File: src/rtl/sprite_oam_dma_pkg.sv
`default_nettype none
// ============================================================================
// sprite_oam_dma_pkg : shared FSM encoding and sprite constants for sprite_oam_dma
// Rev 1.0
// ============================================================================
package sprite_oam_dma_pkg;

   localparam int SPRITE_NUM_MAX = 64;

   typedef enum logic [2:0] {
      IDLE    = 3'd0,
      WAIT_VB = 3'd1,
      REQ     = 3'd2,
      WRITE   = 3'd3,
      FIN     = 3'd4
   } dma_state_t;

`ifdef SPRITE_OAM_DMA_CLEAR_EN
   // Y coordinate parked below the visible area so the sprite never draws.
   localparam logic [31:0] SPRITE_HIDE_WORD = 32'h0000_00F0;
`endif

endpackage
`default_nettype wire

File: src/rtl/sprite_oam_dma.sv
`default_nettype none
// ============================================================================
// sprite_oam_dma : copies sprite entries from a source bus into sprite RAM during vblank.
// Optional clear mode (write hide word to every entry) under SPRITE_OAM_DMA_CLEAR_EN.
// Rev 1.0
// ============================================================================
module sprite_oam_dma
   import sprite_oam_dma_pkg::*;
#(
   parameter int SPRITE_NUM = SPRITE_NUM_MAX,
   parameter int DATA_W     = 32,
   parameter int ADDR_W     = 16
) (
   input  logic                          clk,
   input  logic                          rstn,
   input  logic                          start,
   input  logic [ADDR_W-1:0]             srcBase,
   input  logic [$clog2(SPRITE_NUM):0]   len,
`ifdef SPRITE_OAM_DMA_CLEAR_EN
   input  logic                          clearMode,
`endif
   input  logic                          vblank,
   output logic                          srcReq,
   output logic [ADDR_W-1:0]             srcAddr,
   input  logic                          srcAck,
   input  logic [DATA_W-1:0]             srcData,
   output logic                          oamWe,
   output logic [$clog2(SPRITE_NUM)-1:0] oamAddr,
   output logic [DATA_W-1:0]             oamWdata,
   output logic                          busy,
   output logic                          done,
   output logic                          err
);

   localparam int IW = $clog2(SPRITE_NUM);
   localparam int LW = IW + 1;

   dma_state_t        state, state_nxt;
   logic [IW-1:0]     idx;
   logic [LW-1:0]     eff_len;
   logic [ADDR_W-1:0] base;
   logic [DATA_W-1:0] data_q;
   logic [LW-1:0]     len_eff;
   logic              last;
   logic              clr;

   // Zero and anything larger than the RAM both mean "the whole RAM".
   assign len_eff = ((len == '0) || (len > LW'(SPRITE_NUM))) ? LW'(SPRITE_NUM) : len;
   assign last    = ((LW'(idx) + LW'(1)) == eff_len);

`ifdef SPRITE_OAM_DMA_CLEAR_EN
   logic clr_q;
   assign clr = clr_q;
`else
   assign clr = 1'b0;
`endif

   always_ff @(posedge clk or negedge rstn) begin
      if (!rstn) begin
         state   <= IDLE;
         idx     <= '0;
         eff_len <= '0;
         base    <= '0;
         data_q  <= '0;
      end else begin
         state <= state_nxt;
         if (state == IDLE && start) begin
            base    <= srcBase;
            eff_len <= len_eff;
            idx     <= '0;
         end
         if (state == REQ && srcAck) data_q <= srcData;
         if (state == WRITE)         idx    <= idx + 1'b1;
      end
   end

`ifdef SPRITE_OAM_DMA_CLEAR_EN
   always_ff @(posedge clk or negedge rstn) begin
      if (!rstn)                      clr_q <= 1'b0;
      else if (state == IDLE && start) clr_q <= clearMode;
   end
`endif

   // Every non-final entry passes through WAIT_VB, which is also where a
   // vblank drop parks the transfer with idx intact.
   always_comb begin
      state_nxt = state;
      case (state)
         IDLE:    if (start) state_nxt = WAIT_VB;
         WAIT_VB: if (vblank) state_nxt = clr ? WRITE : REQ;
         REQ:     if (srcAck) state_nxt = WRITE;
         WRITE:   state_nxt = last ? FIN : WAIT_VB;
         FIN:     state_nxt = IDLE;
         default: state_nxt = IDLE;
      endcase
   end

   always_comb begin
      srcReq   = 1'b0;
      srcAddr  = '0;
      oamWe    = 1'b0;
      oamAddr  = '0;
      oamWdata = '0;
      if (state == REQ) begin
         srcReq  = 1'b1;
         srcAddr = base + (ADDR_W'(idx) << 2);
      end
      if (state == WRITE) begin
         oamWe   = 1'b1;
         oamAddr = idx;
`ifdef SPRITE_OAM_DMA_CLEAR_EN
         oamWdata = clr ? DATA_W'(SPRITE_HIDE_WORD) : data_q;
`else
         oamWdata = data_q;
`endif
      end
   end

   assign busy = (state != IDLE);
   assign done = (state == FIN);
   assign err  = start && (state != IDLE);

endmodule
`default_nettype wire

File: config.mk
export PLATFORM = sky130hd
export DESIGN_NAME = sprite_oam_dma
export DESIGN_NICKNAME = d
export VERILOG_FILES = /design/src/rtl/sprite_oam_dma_pkg.sv /design/src/rtl/sprite_oam_dma.sv
export SDC_FILE = /design/constraint.sdc
export NUM_CORES = 1
export LEC_CHECK = 0
export BUFFER_PORTS_ARGS = -buffer_cell sky130_fd_sc_hd__buf_2
export CAP_MARGIN = 20
export CORE_MARGIN = 5
export CORE_UTILIZATION = 51
export DETAILED_ROUTE_END_ITERATION = 8
export PLACE_DENSITY = 0.8
export SYNTH_ARGS = -nofsm -noshare
export SYNTH_HDL_FRONTEND = slang
export SYNTH_SLANG_ARGS = --single-unit
File: constraint.sdc
create_clock -name clk -period 2.45 [get_ports clk]
set_input_delay 0.49 -clock clk [delete_from_list [all_inputs] [get_ports clk]]
set_output_delay 0.49 -clock clk [all_outputs]
set_load 0.005 [all_outputs]
; ---- Word level (Yosys, flattened, before mapping)
; Cells that the tools add are included.
[totals]
out_inout_bits = 59
register_bits = 64
elab_cells = 39
inputBits = 60
[op_classes]
add_sub_neg = 3
n_reduce_logical = 9
magnitude_cmp = 1
n_eq_ne = 8
muxes = 13
[ops]
columns = operator, count
row1 = $mux W32, 1
row2 = $mux W6, 3
row3 = $add A16 B8 Y16, 1
row4 = $mux W16, 1
row5 = $mux W3, 4
row6 = $pmux W3 S4, 1
row7 = $add A6 B1 Y7 const B, 1
row8 = $eq A7 B7 Y1, 1
row9 = $gt A7 B7 Y1 const B, 1
row10 = $logic_not A7 Y1, 1
row11 = $mux W7, 1
row12 = $add A6 B1 Y6 const B, 1
row13 = $eq A3 B2 Y1 const B, 2
row14 = $ne A2 B2 Y1 const B, 3
row15 = $eq A3 B1 Y1 const B, 1
row16 = $eq A3 B3 Y1 const B, 1
row17 = $logic_and A1 B1 Y1, 3
row18 = $logic_not A3 Y1, 1
row19 = $reduce_and A3 Y1, 1
row20 = $reduce_bool A3 Y1, 1
row21 = $mux W1, 2
row22 = $reduce_bool A2 Y1, 1
row23 = $logic_or A1 B1 Y1, 1

; ---- Depth between registers and ports, before layout
; Gate-level depths: netlist of the first run.
[depth]
ltp_word = 4
depth_mapped = 9
mapped_depth_nobuf = 8

; ---- Least setup slack after synthesis of the first run
; No wires, ideal clock.
[synth_timing]
kind = register -> output
from = register idx[0]
to = output port srcAddr[10]
required_ns = 1.960
path_buffers = 0
path_stages_with_launch = 9
setup_slack_ns = 0.165
arrival_ns = 1.795
path_cell_list = dfrtp_1 -> ha_1 -> inv_1 -> fa_1 -> nor2b_1 -> o31ai_1 -> a211oi_1 -> xnor2_1 -> nor2_1
[synth_between]
elab_chain_cells = 2
[synth_rtl]
columns = item, line_no
row1 = "start, declared", sprite_oam_dma.sv:39  ; logic [IW-1:0] idx;
row2 = "start signal, assigned", sprite_oam_dma.sv:73  ; if (state == WRITE) idx <= idx + 1'b1;
row3 = $add A16 B8 Y16, sprite_oam_dma.sv:106  ; srcAddr = base + (ADDR_W'(idx) << 2);
row4 = $mux W16, sprite_oam_dma.sv:104  ; if (state == REQ) begin
row5 = "end, declared", sprite_oam_dma.sv:24  ; output logic [ADDR_W-1:0] srcAddr,
; No other way between the ends.

; ---- Worst setup path after layout of the first run
[layout_timing]
from = register base[2]
to = output port srcAddr[8]
[layout_between]
elab_chain_cells = 2
[layout_rtl]
columns = item, line_no
row1 = "start, declared", sprite_oam_dma.sv:41  ; logic [ADDR_W-1:0] base;
row2 = "start signal, assigned", sprite_oam_dma.sv:68  ; base <= srcBase;
row3 = $add A16 B8 Y16, sprite_oam_dma.sv:106
row4 = $mux W16, sprite_oam_dma.sv:104
; No other way between the ends.

==> impl_metrics.json, run 1 <==
{
  "drt-initial-drc-count": 99,
  "timing.critical_path.arrival_ns": 2.21,
  "mostFrequentLayoutCell": "sky130_fd_sc_hd__buf_2",
  "crit_slowest_cell": "sky130_fd_sc_hd__dfrtp_1",
  "synth-seq-cells": 64,
  "worst-r2r-setup-slack_ns": 0.35,
  "p_sw_w": 0.00196,
  "worstSetupStartpointType": "flop",
  "filler_cell_count": 538,
  "hpwlAfterDp_um": 5920,
  "grt_max_degree": 43,
  "synth_top_cell_by_area": "sky130_fd_sc_hd__dfrtp_1",
  "post_synth_num_cell_types": 46,
  "finalClockSkew_ns": 0.00528,
  "dp_cells": 532,
  "final.period_utilization_pct": 110,
  "regArea_mm2": 0.00160,
  "dieArea_mm2": 0.00892,
  "overall_die_width_um": 94.4,
  "cts_num_sinks": 64,
  "multi_input_comb_area_mm2": 0.00195,
  "synthesis.area_per_instance_um2": 11.4,
  "synth_top_area_share_pct": 44.0,
  "internal-power_w": 0.00359,
  "final.setup.tns_ns": -1.81,
  "nNetsFinal": 522,
  "post_layout_instance_count_excluding_filler_cells": 555,
  "post_detailed_route_drc_marker_count": 0,
  "postLayoutSetupSlackWorst_ns": -0.250,
  "final_max_slew_viol_count": 0,
  "period_minus_slack_ns": 2.70,
  "cp_max_fo": 4,
  "worst_slew_margin_rel_pct": 46.3,
  "final-setup-viol-count": 11,
  "critical-path-max-stage-delay_ns": 0.39,
  "drt_pass1_iterations": 4,
  "area.growth.synth_to_final_pct": 29.2,
  "cts.htree.levels": 3,
  "power.share.sequential_pct": 35.1,
  "p_sw_share_pct": 35.3,
  "regToRegStartpoint": "state[0]",
  "count_of_buffer_and_inverter_cells_on_the_critical_path": 3,
  "fp-row-count": 30,
  "cellLeakagePower_nw": 2.35,
  "globalRoute.totalOverflow": 0,
  "cts_tree": "built",
  "ctsHoldBuffers": 0,
  "io_pins": 119,
  "highest-signal-layer": "met4",
  "max_slew.worst_pin.slew_ns": 0.806,
  "synth.area.top_cells": "sky130_fd_sc_hd__dfrtp_1 (44%), sky130_fd_sc_hd__mux2_4 (14%), sky130_fd_sc_hd__and2_1 (7.2%)",
  "cts-root-buf": "sky130_fd_sc_hd__clkbuf_8",
  "fmaxAchievable_mhz": 370,
  "synth_edf_count": 0,
  "run_status": "finished, violations left",
  "synthesis.yosys.warnings": 0,
  "grt_pass1_vias": 2815,
  "r2r_cells": 6,
  "ys_seq_area_share_pct": 44.0,
  "ant_nets": 0,
  "wl_met3_um": 636,
  "final_design_area_no_fill_mm2": 0.00470,
  "global_route.usage.total_pct": 18.9,
  "critical-path-top-delay-family": "compound AO/OA/AOI/OAI gates",
  "drt-vias-per-instance": 5.06,
  "drive_above_1_share_pct": 49.9,
  "grt_setup_unrepaired": "yes",
  "pwr-share-clk_pct": 15.9,
  "synthesis.nets": 387,
  "detail_route.wirelength.met1_um": 3630,
  "vdd.ir_drop.worst_uv": 612,
  "placement.setup.worst_slack_ns": -0.0414,
  "hold_viol_final": 0,
  "gpl.final_weighted_congestion": 0.834,
  "critical_path.cell_chain": "ha_2 > inv_2 > fa_2 > nor2b_4 > o31ai_4 > buf_6 > nand2b_4 > a211oi_2 > nor3_2 > buf_2",
  "critical_path_required_ns": 1.96,
  "antenna_found_initial": 0,
  "worstSetupEndpointType": "output pin",
  "metal2_wl_um": 3820,
  "asyncSetResetFlopFracSynth_pct": 100,
  "n_antenna_cell": 0,
  "route.final.wire_length_um": 8220,
  "synthCells": 319,
  "hold_path.class": "in -> async",
  "starting_density_pct": 52.9,
  "layout_common_cells": "sky130_fd_sc_hd__buf_2 (118), sky130_fd_sc_hd__dfrtp_1 (64), sky130_fd_sc_hd__and2_1 (42)",
  "grt_first_pass_wirelength_um": 13100,
  "pwr-share-comb_pct": 49.0,
  "finalHoldWorstSlack_ns": 0.248,
  "dpl_cell_area_mm2": 0.00433,
  "synth_flop_cell": "sky130_fd_sc_hd__dfrtp_1",
  "failed_checks": "negative setup slack",
  "die_height_um": 94.4,
  "clk_transition_reported_paths_ns": 0.07,
  "io_buffer_count": 118,
  "clock_path_buffers": 2,
  "r2r_end": "data_q[2]",
  "num_vias": 2806,
  "mappedNetlistArea_mm2": 0.00364,
  "clock_buffer_count_from_cts": 9,
  "cap_violations": 0,
  "worstSetupPathType": "reg -> out",
  "cellPowerDensity_mw_per_mm2": 1180,
  "placeableCoreArea_mm2": 0.00687,
  "clock_latency_ns": 0.32,
  "route.detailed.wl_per_inst_um": 14.8
}
-- layer usage --
layer  track usage (%)  vias up
met5                 0        -
met4              7.22        0
met3              5.98       10
met1              23.2     1321
li1                  -     1382
met2              31.1       93
-- metrics by stage --
step                      util (%)  power (W)
after floorplan                  -    0.00364
after CTS                     67.3    0.00545
after global routing          68.4    0.00596
after detailed placement      63.1    0.00436
final                         68.4    0.00555
after global placement        63.1    0.00426
-- sequential cells by signal, indices dropped and copies added, names as in the netlist --
name	count
base	16
state	3
idx	6
eff_len	7
data_q	32
-- cell usage after synthesis, types with 4 or more instances --
cell type                  instances
sky130_fd_sc_hd__dfrtp_1          64
sky130_fd_sc_hd__and2_1           42
sky130_fd_sc_hd__mux2_4           34
sky130_fd_sc_hd__nand2_1          17
sky130_fd_sc_hd__o21ai_0          16
sky130_fd_sc_hd__a21oi_1          14
sky130_fd_sc_hd__mux2_2           14
sky130_fd_sc_hd__nor2_1           11
sky130_fd_sc_hd__nand3_1          10
sky130_fd_sc_hd__xnor2_1           9
sky130_fd_sc_hd__clkbuf_1          7
sky130_fd_sc_hd__ha_1              7
sky130_fd_sc_hd__nand2b_1          7
sky130_fd_sc_hd__a211oi_1          5
sky130_fd_sc_hd__inv_1             5
sky130_fd_sc_hd__buf_12            4
sky130_fd_sc_hd__o31ai_1           4
sky130_fd_sc_hd__or3_1             4
sky130_fd_sc_hd__xor2_1            4
-- power by group through the flow --
stage | logic (W) | clock network [W] | registers, W
3_3_place_gp | 0.00234 | 0 | 0.00192
6_report | 0.00272 | 0.000881 | 0.00195
2_1_floorplan | 0.00179 | 0 | 0.00185
5_1_grt | 0.00298 | 0.000961 | 0.00203
3_5_place_dp | 0.00243 | 0 | 0.00194
4_1_cts | 0.00260 | 0.000907 | 0.00194
-- worst reg2reg max path, delay by kind of cell (launching register included) --
| kind | cells | cell delay [ns] |
|---|---|---|
| simple gates | 3 | 0.86 |
| flops | 1 | 0.46 |
| buf+inv | 2 | 0.34 |
| mux | 1 | 0.31 |
-- what timing repair did --
item | in CTS | in global routing
pin swaps | 15 | 9
cloned | 0 | 0
buffers inserted | 6 | 2
resized for setup | 14 | 15
hold endpoints to repair | 0 | 0
setup endpoints to repair | 9 | 11
-- worst max-delay path by stage --
stage,startpoint,endpoint,slack [ns],cells after the start
2_1_floorplan,idx[0],srcAddr[10],0.16,8
3_3_place_gp,idx[1],srcAddr[9],0.07,7
3_5_place_dp,base[2],srcAddr[12],-0.04,10
4_1_cts,idx[0],srcAddr[12],-0.28,10
5_1_grt,base[2],srcAddr[8],-0.38,10
6_report,base[2],srcAddr[8],-0.25,10
-- area by class of cell --
class | instances | share of cell area, %
Clock buffer | 11 | 3.01
Tap cell | 96 | 2.56
Inverter | 6 | 0.639
Sequential cell | 64 | 34.1
Timing Repair Buffer | 141 | 16.9
Multi-Input combinational cell | 232 | 41.6
Clock inverter | 5 | 1.20
-- kinds of logic (layout without fill, tap and decap cells) --
group | Yosys count | count (layout) | share of synthesized area (%)
AO/OA/AOI/OAI | 48 | 48 | 7.85
flip-flops | 64 | 64 | 44.0
AND/OR/NAND/NOR | 114 | 114 | 18.2
multiplexers | 49 | 49 | 18.7
adder cells (fa/ha/maj) | 8 | 8 | 2.96
XOR/XNOR | 13 | 13 | 3.13
buffers and inverters | 23 | 163 | 5.16
(Power assumes the default switching activity.)
==> inputs of run 2 (changes only) <==
--- a/config.mk
+++ b/config.mk
@@ -11,6 +11,7 @@
 export CORE_UTILIZATION = 51
 export DETAILED_ROUTE_END_ITERATION = 8
 export PLACE_DENSITY = 0.8
+export RECOVER_POWER = 50
 export SYNTH_ARGS = -nofsm -noshare
 export SYNTH_HDL_FRONTEND = slang
 export SYNTH_SLANG_ARGS = --single-unit
==> run 2 against run 1 <==
The flow finishes with violations (max-capacitance violations, max-slew violations, negative setup slack). Maximum frequency about the same. Global-route usage unchanged. Critical path depth unchanged. Routed wire length down 0.27%. Largest cell class unchanged. Worst setup slack about the same. Design area down 0.51%. Clock-buffer cell count unchanged. Clock power about the same. Cell count unchanged. Die area unchanged. Total power down 0.32%. Combinational power about the same.
==> impl_metrics.json, run 2 (synthesis gave the netlist of run 1 again) <==
{
  "dpl_cell_area_mm2": 0.00433,
  "clock_buffer_count_from_cts": 9,
  "final.period_utilization_pct": 110,
  "fmaxAchievable_mhz": 370,
  "n_antenna_cell": 0,
  "drive_above_1_share_pct": 49.2,
  "ant_nets": 0,
  "grt_setup_unrepaired": "yes",
  "final_core_utilization_pct": 68.1,
  "clock_path_buffers": 2,
  "final.setup.tns_ns": -1.80,
  "final_design_area_no_fill_mm2": 0.00468,
  "crit_slowest_cell": "sky130_fd_sc_hd__dfrtp_1",
  "cap_violations": 1,
  "clk_transition_reported_paths_ns": 0.07,
  "io_buffer_count": 118,
  "worstSetupPathType": "reg -> out",
  "hold_path.class": "in -> reg",
  "hold_viol_final": 0,
  "highest-signal-layer": "met4",
  "critical_path_required_ns": 1.96,
  "gpl.final_weighted_congestion": 0.834,
  "starting_density_pct": 52.9,
  "postLayoutSetupSlackWorst_ns": -0.249,
  "ctsHoldBuffers": 0,
  "dieArea_mm2": 0.00892,
  "globalRoute.totalOverflow": 0,
  "grt_first_pass_wirelength_um": 13100,
  "route.detailed.wl_per_inst_um": 14.8,
  "detail_route.wirelength.met1_um": 3620,
  "cts.htree.levels": 3,
  "max_slew.worst_pin.slew_ns": 1.85,
  "global_route.usage.total_pct": 18.9,
  "metal2_wl_um": 3810,
  "worstSetupStartpointType": "flop",
  "num_vias": 2797,
  "wl_met3_um": 641,
  "finalHoldWorstSlack_ns": 0.388,
  "final-setup-viol-count": 11,
  "period_minus_slack_ns": 2.70,
  "critical-path-max-stage-delay_ns": 0.39,
  "failed_checks": "max-capacitance violations, max-slew violations, negative setup slack",
  "placement.setup.worst_slack_ns": -0.0414,
  "registers_with_the_highest_flip_flop_counts": "data_q x32, base x16, eff_len x7",
  "worstSetupEndpointType": "output pin",
  "largest-register": "data_q",
  "cts_num_sinks": 64,
  "cts_tree": "built",
  "timing.critical_path.arrival_ns": 2.21,
  "worst_slew_margin_rel_pct": -23.1,
  "run_status": "finished, violations left",
  "post_detailed_route_drc_marker_count": 0,
  "area.growth.synth_to_final_pct": 28.6,
  "antenna_found_initial": 0,
  "finalClockSkew_ns": 0.00455,
  "clock_latency_ns": 0.32,
  "grt_max_degree": 43,
  "fp-row-count": 30,
  "mostFrequentLayoutCell": "sky130_fd_sc_hd__buf_2",
  "drt-initial-drc-count": 85,
  "cts-root-buf": "sky130_fd_sc_hd__clkbuf_8",
  "die_height_um": 94.4,
  "route.final.wire_length_um": 8200,
  "layout_common_cells": "sky130_fd_sc_hd__buf_2 (117), sky130_fd_sc_hd__dfrtp_1 (64), sky130_fd_sc_hd__and2_1 (42)",
  "largest_register_ff_count": 32,
  "drt_pass1_iterations": 4,
  "critical_path.cell_chain": "ha_2 > inv_2 > fa_2 > nor2b_4 > o31ai_4 > buf_6 > nand2b_4 > a211oi_2 > nor3_2 > buf_2",
  "hpwlAfterDp_um": 5920,
  "cp_max_fo": 4,
  "overall_die_width_um": 94.4,
  "drt-vias-per-instance": 5.04,
  "cellLeakagePower_nw": 2.33,
  "nNetsFinal": 522,
  "io_pins": 119,
  "final_max_slew_viol_count": 36,
  "vdd.ir_drop.worst_uv": 612,
  "cellPowerDensity_mw_per_mm2": 1180,
  "grt_pass1_vias": 2815,
  "placeableCoreArea_mm2": 0.00687
}
run 2: final cells by class:
cell class              instances  area (um2)
repair buffers                141         776
inverters                       6        30.0
clock inverters                 5        56.3
clock buffers                  11         141
fillers                       543        2190
multi-input cells             232        1950
flip-flops and latches         64        1600
well taps                      96         120
run 2: worst paths after layout:
kind	from	end	slack [ns]	cells after the start
worst min-delay path	srcData[9]	data_q[9]	0.39	2
max in group asynchronous	rstn	base[12]	0.28	2
worst max register to register	state[0]	data_q[2]	0.36	6
min in group asynchronous	rstn	data_q[27]	0.66	1
worst max-delay path	base[2]	srcAddr[8]	-0.25	10
worst min register to register	eff_len[6]	eff_len[6]	0.50	2
run 2: metal layers:
layer  vias up  global-route usage, %
met5         -                      0
met4         0                   7.22
met3        10                   5.98
met2        91                   31.1
met1      1313                   23.2
li1       1383                      -
run 2: metrics by stage:
stage,total power (W),instances
2_1_floorplan,0.00364,319
3_3_place_gp,0.00426,532
3_5_place_dp,0.00436,532
4_1_cts,0.00545,554
5_1_grt,0.00595,555
6_report,0.00553,555
run 2: power by group:
| part | switching, W | internal [W] |
|---|---|---|
| clock network | 0.000384 | 0.000496 |
| registers | 0.000377 | 0.00157 |
| logic | 0.00119 | 0.00151 |
run 2: critical path: cells and delay by family (launching register included):
| kind | cells | cell delay (ns) |
|---|---|---|
| AO/OA/AOI/OAI | 2 | 0.55 |
| adder cells (fa/ha/maj) | 2 | 0.43 |
| buffers and inverters | 3 | 0.35 |
| flip-flops | 1 | 0.39 |
| AND/OR/NAND/NOR | 3 | 0.16 |
run 2: repair_timing:
item | CTS | global route
resized for setup | 14 | 15
setup buffers | 6 | 2
pin swaps | 15 | 9
endpoints found under the setup margin | 9 | 11
